### src/rtl/instr_loader.sv
// instr_loader: packs host instruction bytes into WR_BYTES-wide words
// Ports: clk/rst_n, start, s_data/s_valid/s_last/s_ready stream in,
//   mem_full/we/wr_data/write_pointer_shift_minusone memory write side,
//   byte_count, done, overflow status.
module instr_loader #(
   parameter int WR_BYTES  = 4,
   parameter int LOG_WR    = 2,
   parameter int MAX_BYTES = 1024,
   parameter int CNT_W     = 11
) (
   input  logic                    clk,
   input  logic                    rst_n,
   input  logic                    start,
   input  logic [7:0]              s_data,
   input  logic                    s_valid,
   input  logic                    s_last,
   output logic                    s_ready,
   input  logic                    mem_full,
   output logic                    we,
   output logic [8*WR_BYTES-1:0]   wr_data,
   output logic [LOG_WR-1:0]       write_pointer_shift_minusone,
   output logic [CNT_W-1:0]        byte_count,
   output logic                    done,
   output logic                    overflow
);

   typedef enum logic [1:0] {
      IDLE, COLLECT, DONE, ERROR
   } state_t;

   localparam logic [CNT_W-1:0]  MAX_CNT   = CNT_W'(MAX_BYTES);
   localparam logic [LOG_WR-1:0] LAST_LANE = LOG_WR'(WR_BYTES-1);

   state_t state, state_nx;

   logic [WR_BYTES-1:0][7:0] pack;
   logic [WR_BYTES-1:0][7:0] word_nx;
   logic [LOG_WR-1:0]        idx;
   logic [CNT_W-1:0]         cnt;
   logic                     last_seen;
   logic                     out_vld;
   logic [8*WR_BYTES-1:0]    out_data;
   logic [LOG_WR-1:0]        out_len;

   logic cnt_full;
   logic accept;
   logic complete;
   logic ovf_hit;
   logic open_ses;

   assign cnt_full = (cnt == MAX_CNT);
   assign accept   = s_valid & s_ready;
   assign complete = accept & ((idx == LAST_LANE) | s_last);
   // A byte offered at capacity is an overflow; bytes after the
   // last one are simply refused.
   assign ovf_hit  = (state == COLLECT) & s_valid & cnt_full
                   & ~last_seen;
   assign open_ses = start & (state != COLLECT);

   // Lanes above idx are already zero because pack clears per word.
   always_comb begin
      word_nx      = pack;
      word_nx[idx] = s_data;
   end

   always_ff @(posedge clk or negedge rst_n) begin
      if (!rst_n) state <= IDLE;
      else        state <= state_nx;
   end

   always_comb begin
      state_nx = state;
      unique case (state)
         IDLE, DONE, ERROR: begin
            if (start) state_nx = COLLECT;
         end
         COLLECT: begin
            if (ovf_hit)              state_nx = ERROR;
            else if (last_seen && we) state_nx = DONE;
         end
         default: state_nx = IDLE;
      endcase
   end

   always_comb begin
      // Capacity is folded into ready so a refused byte never
      // looks like a completed handshake to the host.
      s_ready  = (state == COLLECT) & ~last_seen & ~cnt_full
               & (~out_vld | ~mem_full);
      we       = (state == COLLECT) & out_vld & ~mem_full;
      done     = (state == DONE);
      overflow = (state == ERROR);
   end

   always_ff @(posedge clk or negedge rst_n) begin
      if (!rst_n) begin
         pack      <= '0;
         idx       <= '0;
         cnt       <= '0;
         last_seen <= 1'b0;
         out_vld   <= 1'b0;
         out_data  <= '0;
         out_len   <= '0;
      end else if (open_ses) begin
         pack      <= '0;
         idx       <= '0;
         cnt       <= '0;
         last_seen <= 1'b0;
         out_vld   <= 1'b0;
      end else if (ovf_hit) begin
         out_vld   <= 1'b0;
      end else begin
         if (accept) begin
            cnt <= cnt + 1'b1;
            if (s_last) last_seen <= 1'b1;
            if (complete) begin
               pack     <= '0;
               idx      <= '0;
               out_data <= word_nx;
               out_len  <= idx;
            end else begin
               pack <= word_nx;
               idx  <= idx + 1'b1;
            end
         end
         // Reload wins over drain when both happen on one edge.
         if (complete)  out_vld <= 1'b1;
         else if (we)   out_vld <= 1'b0;
      end
   end

   assign wr_data                      = out_data;
   assign write_pointer_shift_minusone = out_len;
   assign byte_count                   = cnt;

endmodule

### config.mk
export PLATFORM = sky130hd
export DESIGN_NAME = instr_loader
export DESIGN_NICKNAME = d
export VERILOG_FILES = /design/src/rtl/instr_loader.sv
export SDC_FILE = /design/constraint.sdc
export NUM_CORES = 1
export LEC_CHECK = 0
export BUFFER_PORTS_ARGS = -buffer_cell sky130_fd_sc_hd__buf_4
export CAP_MARGIN = 20
export CORE_MARGIN = 2
export CORE_UTILIZATION = 55
export DETAILED_ROUTE_END_ITERATION = 16
export PLACE_DENSITY = 0.88
export SLEW_MARGIN = 30
export SYNTH_ARGS = -nofsm -noshare
export SYNTH_HDL_FRONTEND = slang
export SYNTH_SLANG_ARGS = --single-unit
### constraint.sdc
create_clock -name clk -period 3.7 [get_ports clk]
set_input_delay 1.11 -clock clk [delete_from_list [all_inputs] [get_ports clk]]
set_output_delay 1.11 -clock clk [all_outputs]
set_load 0.02 [all_outputs]
After elaboration in Yosys (flattened, before gate mapping)
Index checks and enable logic that the tools add are counted.
{"block": "word_totals", "ff_bits": 83, "out_inout_bits": 49}
{"block": "classes", "eq_ne": 9, "muxes": 26, "add_sub_neg": 2, "n_reduce_logical": 11, "n_lt_le_gt_ge": 2, "n_bitwise": 19}
{"operator": "$mux W32", "n": 4}
{"operator": "$mux W11", "n": 3}
{"operator": "$bwmux W32", "n": 1}
{"operator": "$demux W8 S2", "n": 1}
{"operator": "$mux W2", "n": 7}
{"operator": "$add A11 B1 Y11 const B", "n": 1}
{"operator": "$and A1 B1 Y1", "n": 11}
{"operator": "$eq A11 B11 Y1 const B", "n": 1}
{"operator": "$mux W1", "n": 8}
{"operator": "$mux W8", "n": 1}
{"operator": "$eq A2 B2 Y1 const B", "n": 3}
{"operator": "$not A1 Y1", "n": 6}
{"operator": "$ne A2 B1 Y1 const B", "n": 2}
{"operator": "$pmux W2 S2", "n": 1}
{"operator": "$reduce_and A2 Y1", "n": 2}
{"operator": "$reduce_and A4 Y1", "n": 1}
{"operator": "$reduce_bool A2 Y1", "n": 2}
{"operator": "$reduce_bool A4 Y1", "n": 1}
{"operator": "$lt A2 B3 Y1 const B", "n": 1}
{"operator": "$ne A3 B3 Y1 const B", "n": 1}
{"operator": "$reduce_and A3 Y1", "n": 1}
{"operator": "$reduce_or A3 Y1", "n": 1}
{"operator": "$add A2 B1 Y2 const B", "n": 1}
{"operator": "$eq A2 B1 Y1 const B", "n": 1}
{"operator": "5 further kinds", "n": 7}

Longest topological paths before layout
{"block": "depth", "ltp_word": 10, "mapped_depth": 8, "depth_no_buf": 6}

Worst setup path before layout
Ideal clock, no wire load.
{"block": "synth_timing", "path_type": "input -> output", "start": "input mem_full", "end": "output s_ready", "arrival_ns": 2.029, "path_stages": 2, "path_slack_ns": 0.561, "cell_sequence": "and2_0 -> nor4_1"}
{"block": "synth_via", "elab_chain_len": 3}
{"item": "from (decl)", "line_no": "18", "text": "input logic mem_full,"}
{"item": "$not A1 Y1", "line_no": "89", "text": "& (~out_vld | ~mem_full);"}
{"item": "$or A1 B1 Y1", "line_no": "89"}
{"item": "$and A1 B1 Y1", "line_no": "89"}
{"item": "to (decl)", "line_no": "17", "text": "output logic s_ready,"}
No other way between the ends.

Final worst setup path
Ends and elaborated chain as after synthesis.

==> results by group <==
Power
  • Flop pwr share: 0.382
  • Max IR drop VDD: between 0.0004 and 0.0005 V
  • Clk pwr share: 0.191
  • Comb pwr share: 0.427
  • NetSw: between 1 and 1.5 mW
  • Pwr Density: 764.4 nW/um2
  • Internal: 2.190 mW
  • Tot Pwr: 3.644 mW
  • Sw Ratio: 0.3989
  • Lkg Pwr: between 2 and 2.5 nW

Synthesis
  • Yosys top cell area share: 0.5136
  • Synth Register Bits: 83
  • Synthesized Nets: about 440
  • Yosys cell types: 47
  • Seq/Total Area, Yosys: 0.5136
  • Synth area leader: dfrtp_1
  • Synth Cell Area: about 4000 um2
  • Post-synthesis async set-or-reset flop share: 1.000
  • Main flop type after synthesis: dfrtp_1
  • YS warnings: 0
  • Post-synth EDFFs: 0
  • Largest cells by area after synthesis: dfrtp_1 51%, a31oi_1 5.0%, nor2_1 4.9%
  • Mapped Avg Cell Area: slightly below 10 um2
  • Cell count after synthesis: about 420

CTS
  • CTS tree: yes
  • Worst-path clk slew: ~0.07 ns
  • Hold_buf cts: 0
  • Clk sinks: a little over 80
  • Root Driver: clkbuf_8
  • Clock Latency Late Sink: roughly 0.36 ns
  • Resized cells post-CTS: 0
  • H-tree depth: 3
  • Post-CTS Setup Repair Bufs: 0
  • Clk buf depth: 2
  • CTS buffer count: 9

Min path
  • WHS Path Cells: 1
  • Hold endpoint: write_pointer_shift_minusone[0]
  • Hold WC Path Type: register to register
  • Hold_sp: write_pointer_shift_minusone[0]

Worst setup path
  • Crit path cell chain: buf_4 > and2_0 > nor4_1 > buf_4
  • Crit path max-delay cell type: nor4_1
  • WS Path Type: primary input to output pin
  • CP Data Required Time: roughly 2.6 ns
  • Reg2reg end: wr_data[0]
  • R2R Setup Slk: roughly 1.4 ns
  • Top delay family on crit path: simple AND/OR/NAND/NOR gates
  • Worst setup EP type: output pin
  • Worst R2R Path Depth: 5
  • Critical R2R Launch: idx[0]
  • Crit-path max FO: 4
  • CP Data Arrival Time: 1.91 ns
  • CP peak stage delay: around 0.26 ns
  • Startpoint types: primary input
  • Buffers & Inverters on Critical Path: 2
  • Most frequent CP cell: buf_4

Finish
  • Area of the multi-input gates: roughly 1700 um2
  • Final nets: 493
  • Ant. Diodes: 0
  • Commonest cells after routing, fill and taps aside: 83 x dfrtp_1, 67 x buf_4, 53 x nor2_1, 36 x a21oi_1, 32 x a31oi_1
  • Final Non-Filler Cells: around 580
  • Flip-flop and latch area: roughly 2100 um2
  • Fin util: 0.6643
  • Cell area after layout: around 4800 um2
  • Commonest non-fill, non-tap cell in the layout: dfrtp_1
  • Area Growth Syn to Fin: 17.88%
  • FILL cells: between 500 and 600
  • Share of cells above drive strength 1: 0.1925

Global routing
  • Global-route wire length before repair: roughly 16000 um
  • Initial antenna violation count: 0
  • Tot GR Track Use: 0.2460
  • Largest net degree at the start of global routing: between 80 and 90
  • Number of global-route vias before repair: ~3400
  • GRT overflow: 0

Detailed routing
  • Drt initial violations: roughly 260
  • Post-route DRC: 0
  • Vias per cell: 5.953
  • Final ANT Viol Nets: 0
  • DRT Pass-1 Iters: 4
  • Vias: between 3000 and 4000
  • Routed WL per cell: about 17 um
  • Final wirelength: between 9000 and 10000 um

Outcome
  • Status: finished clean

Timing
  • Least-Margin Pin Slew: 0.7328 ns
  • Max-slew violations: 0
  • Clk_skew: around 0.013 ns
  • Final setup viols: 0
  • RSZ-0062 raised after global routing: false
  • Peak Freq: 330.9 MHz
  • Post-layout minimum cycle time: around 3.0 ns
  • Fin crit share: 0.8167
  • Post-route setup TNS: 0 ns
  • Final WS setup: between 0.6 and 0.7 ns
  • Fin. Hold Viols: 0
  • Slew headroom: 0.5115
  • Worst hold slack: just over 0.5 ns

Job
  • Max_cap viols: 0

Placement
  • Port-buffer cells: 62
  • Area after DPL: 4559 um2
  • Placed cell count: ~560
  • HPWL Detailed: approximately 6100 um
  • Placer congestion estimate: ~0.85
  • Pre-CTS setup slack: 0.6714 ns

Floorplan
  • Initial Utilization: 0.5636
  • Die width: between 80 and 90 um
  • Top-level I/O count: 63
  • Core area: 7176 um2
  • Die ar.: around 8100 um2
  • Die Span Y: ~90 um
  • Number of core rows: 31
==> synthesized netlist by cell type, types with 2 or more instances <==
| cell | instances |
|---|---|
| a21oi_1 | 36 |
| o21a_1 | 2 |
| nand4_1 | 3 |
| and2_0 | 2 |
| buf_2 | 5 |
| dfrtp_1 | 83 |
| nor2_1 | 53 |
| inv_1 | 29 |
| a31oi_1 | 32 |
| nor4b_2 | 2 |
| ha_1 | 6 |
| nand2_1 | 10 |
| mux2i_1 | 10 |
| or3_1 | 3 |
| buf_4 | 4 |
| clkbuf_1 | 17 |
| a21boi_0 | 8 |
| o211ai_1 | 25 |
| o21ai_0 | 30 |
| or4_1 | 2 |
| and3_1 | 2 |
| and2_1 | 26 |
| nand3_1 | 5 |
| o31ai_1 | 3 |
==> worst max path at each step <==
stage                        start  endpoint  slack, ns  cells after the start
final                     mem_full   s_ready       0.68                      4
after CTS                 mem_full   s_ready       0.67                      4
after global placement    mem_full   s_ready       0.68                      4
after detailed placement  mem_full   s_ready       0.67                      4
after global routing      mem_full   s_ready       0.59                      4
after floorplan           mem_full   s_ready       0.56                      2
==> cell families (layout without fill, tap and decap cells) <==
| group | Yosys count | count (layout) | share of synthesized area |
|---|---|---|---|
| AO/OA/AOI/OAI | 142 | 142 | 0.2141 |
| XOR/XNOR | 2 | 2 | 0.004332 |
| adder cells (fa/ha/maj) | 6 | 6 | 0.01856 |
| buffers and inverters | 56 | 113 | 0.05724 |
| flip-flops | 83 | 83 | 0.5136 |
| multiplexers | 12 | 12 | 0.03125 |
| AND/OR/NAND/NOR | 120 | 120 | 0.1609 |
==> state kept, by name, indices dropped and copies added, names as in the netlist <==
name,flops
pack,32
wr_data,32
byte_count,11
idx,2
state,2
write_pointer_shift_minusone,2
last_seen,1
out_vld,1
==> area by class of cell <==
type | instances | share of cell area
repair buffers | 68 | 0.1079
clock buffers | 10 | 0.02677
well taps | 99 | 0.02598
clock inverters | 6 | 0.01680
multi-input cells | 282 | 0.3640
flip-flops and latches | 83 | 0.4357
inverters | 29 | 0.02283
==> power by group through the flow <==
stage	clock network (mW)	logic (mW)	registers [mW]
6_report	0.698	1.55	1.39
4_1_cts	0.704	1.55	1.39
3_3_place_gp	0	1.49	1.39
3_5_place_dp	0	1.54	1.41
5_1_grt	0.739	1.69	1.42
2_1_floorplan	0	0.729	1.63
==> worst register-to-register path: stages, from the launching register on <==
cell	delay [ns]
dfrtp_1	0.41
ha_1	0.52
or2_1	0.28
and3_1	0.48
buf_4	0.37
a21oi_1	0.12
==> routing by layer <==
layer,wire length (um),global-route usage,vias up
met3,600,0.03521,18
met2,4803,0.4078,114
met4,212,0.1103,0
met5,0,0,-
li1,-,-,1595
met1,4037,0.3249,1708
No activity file was read; power rests on OpenSTA's default activity.
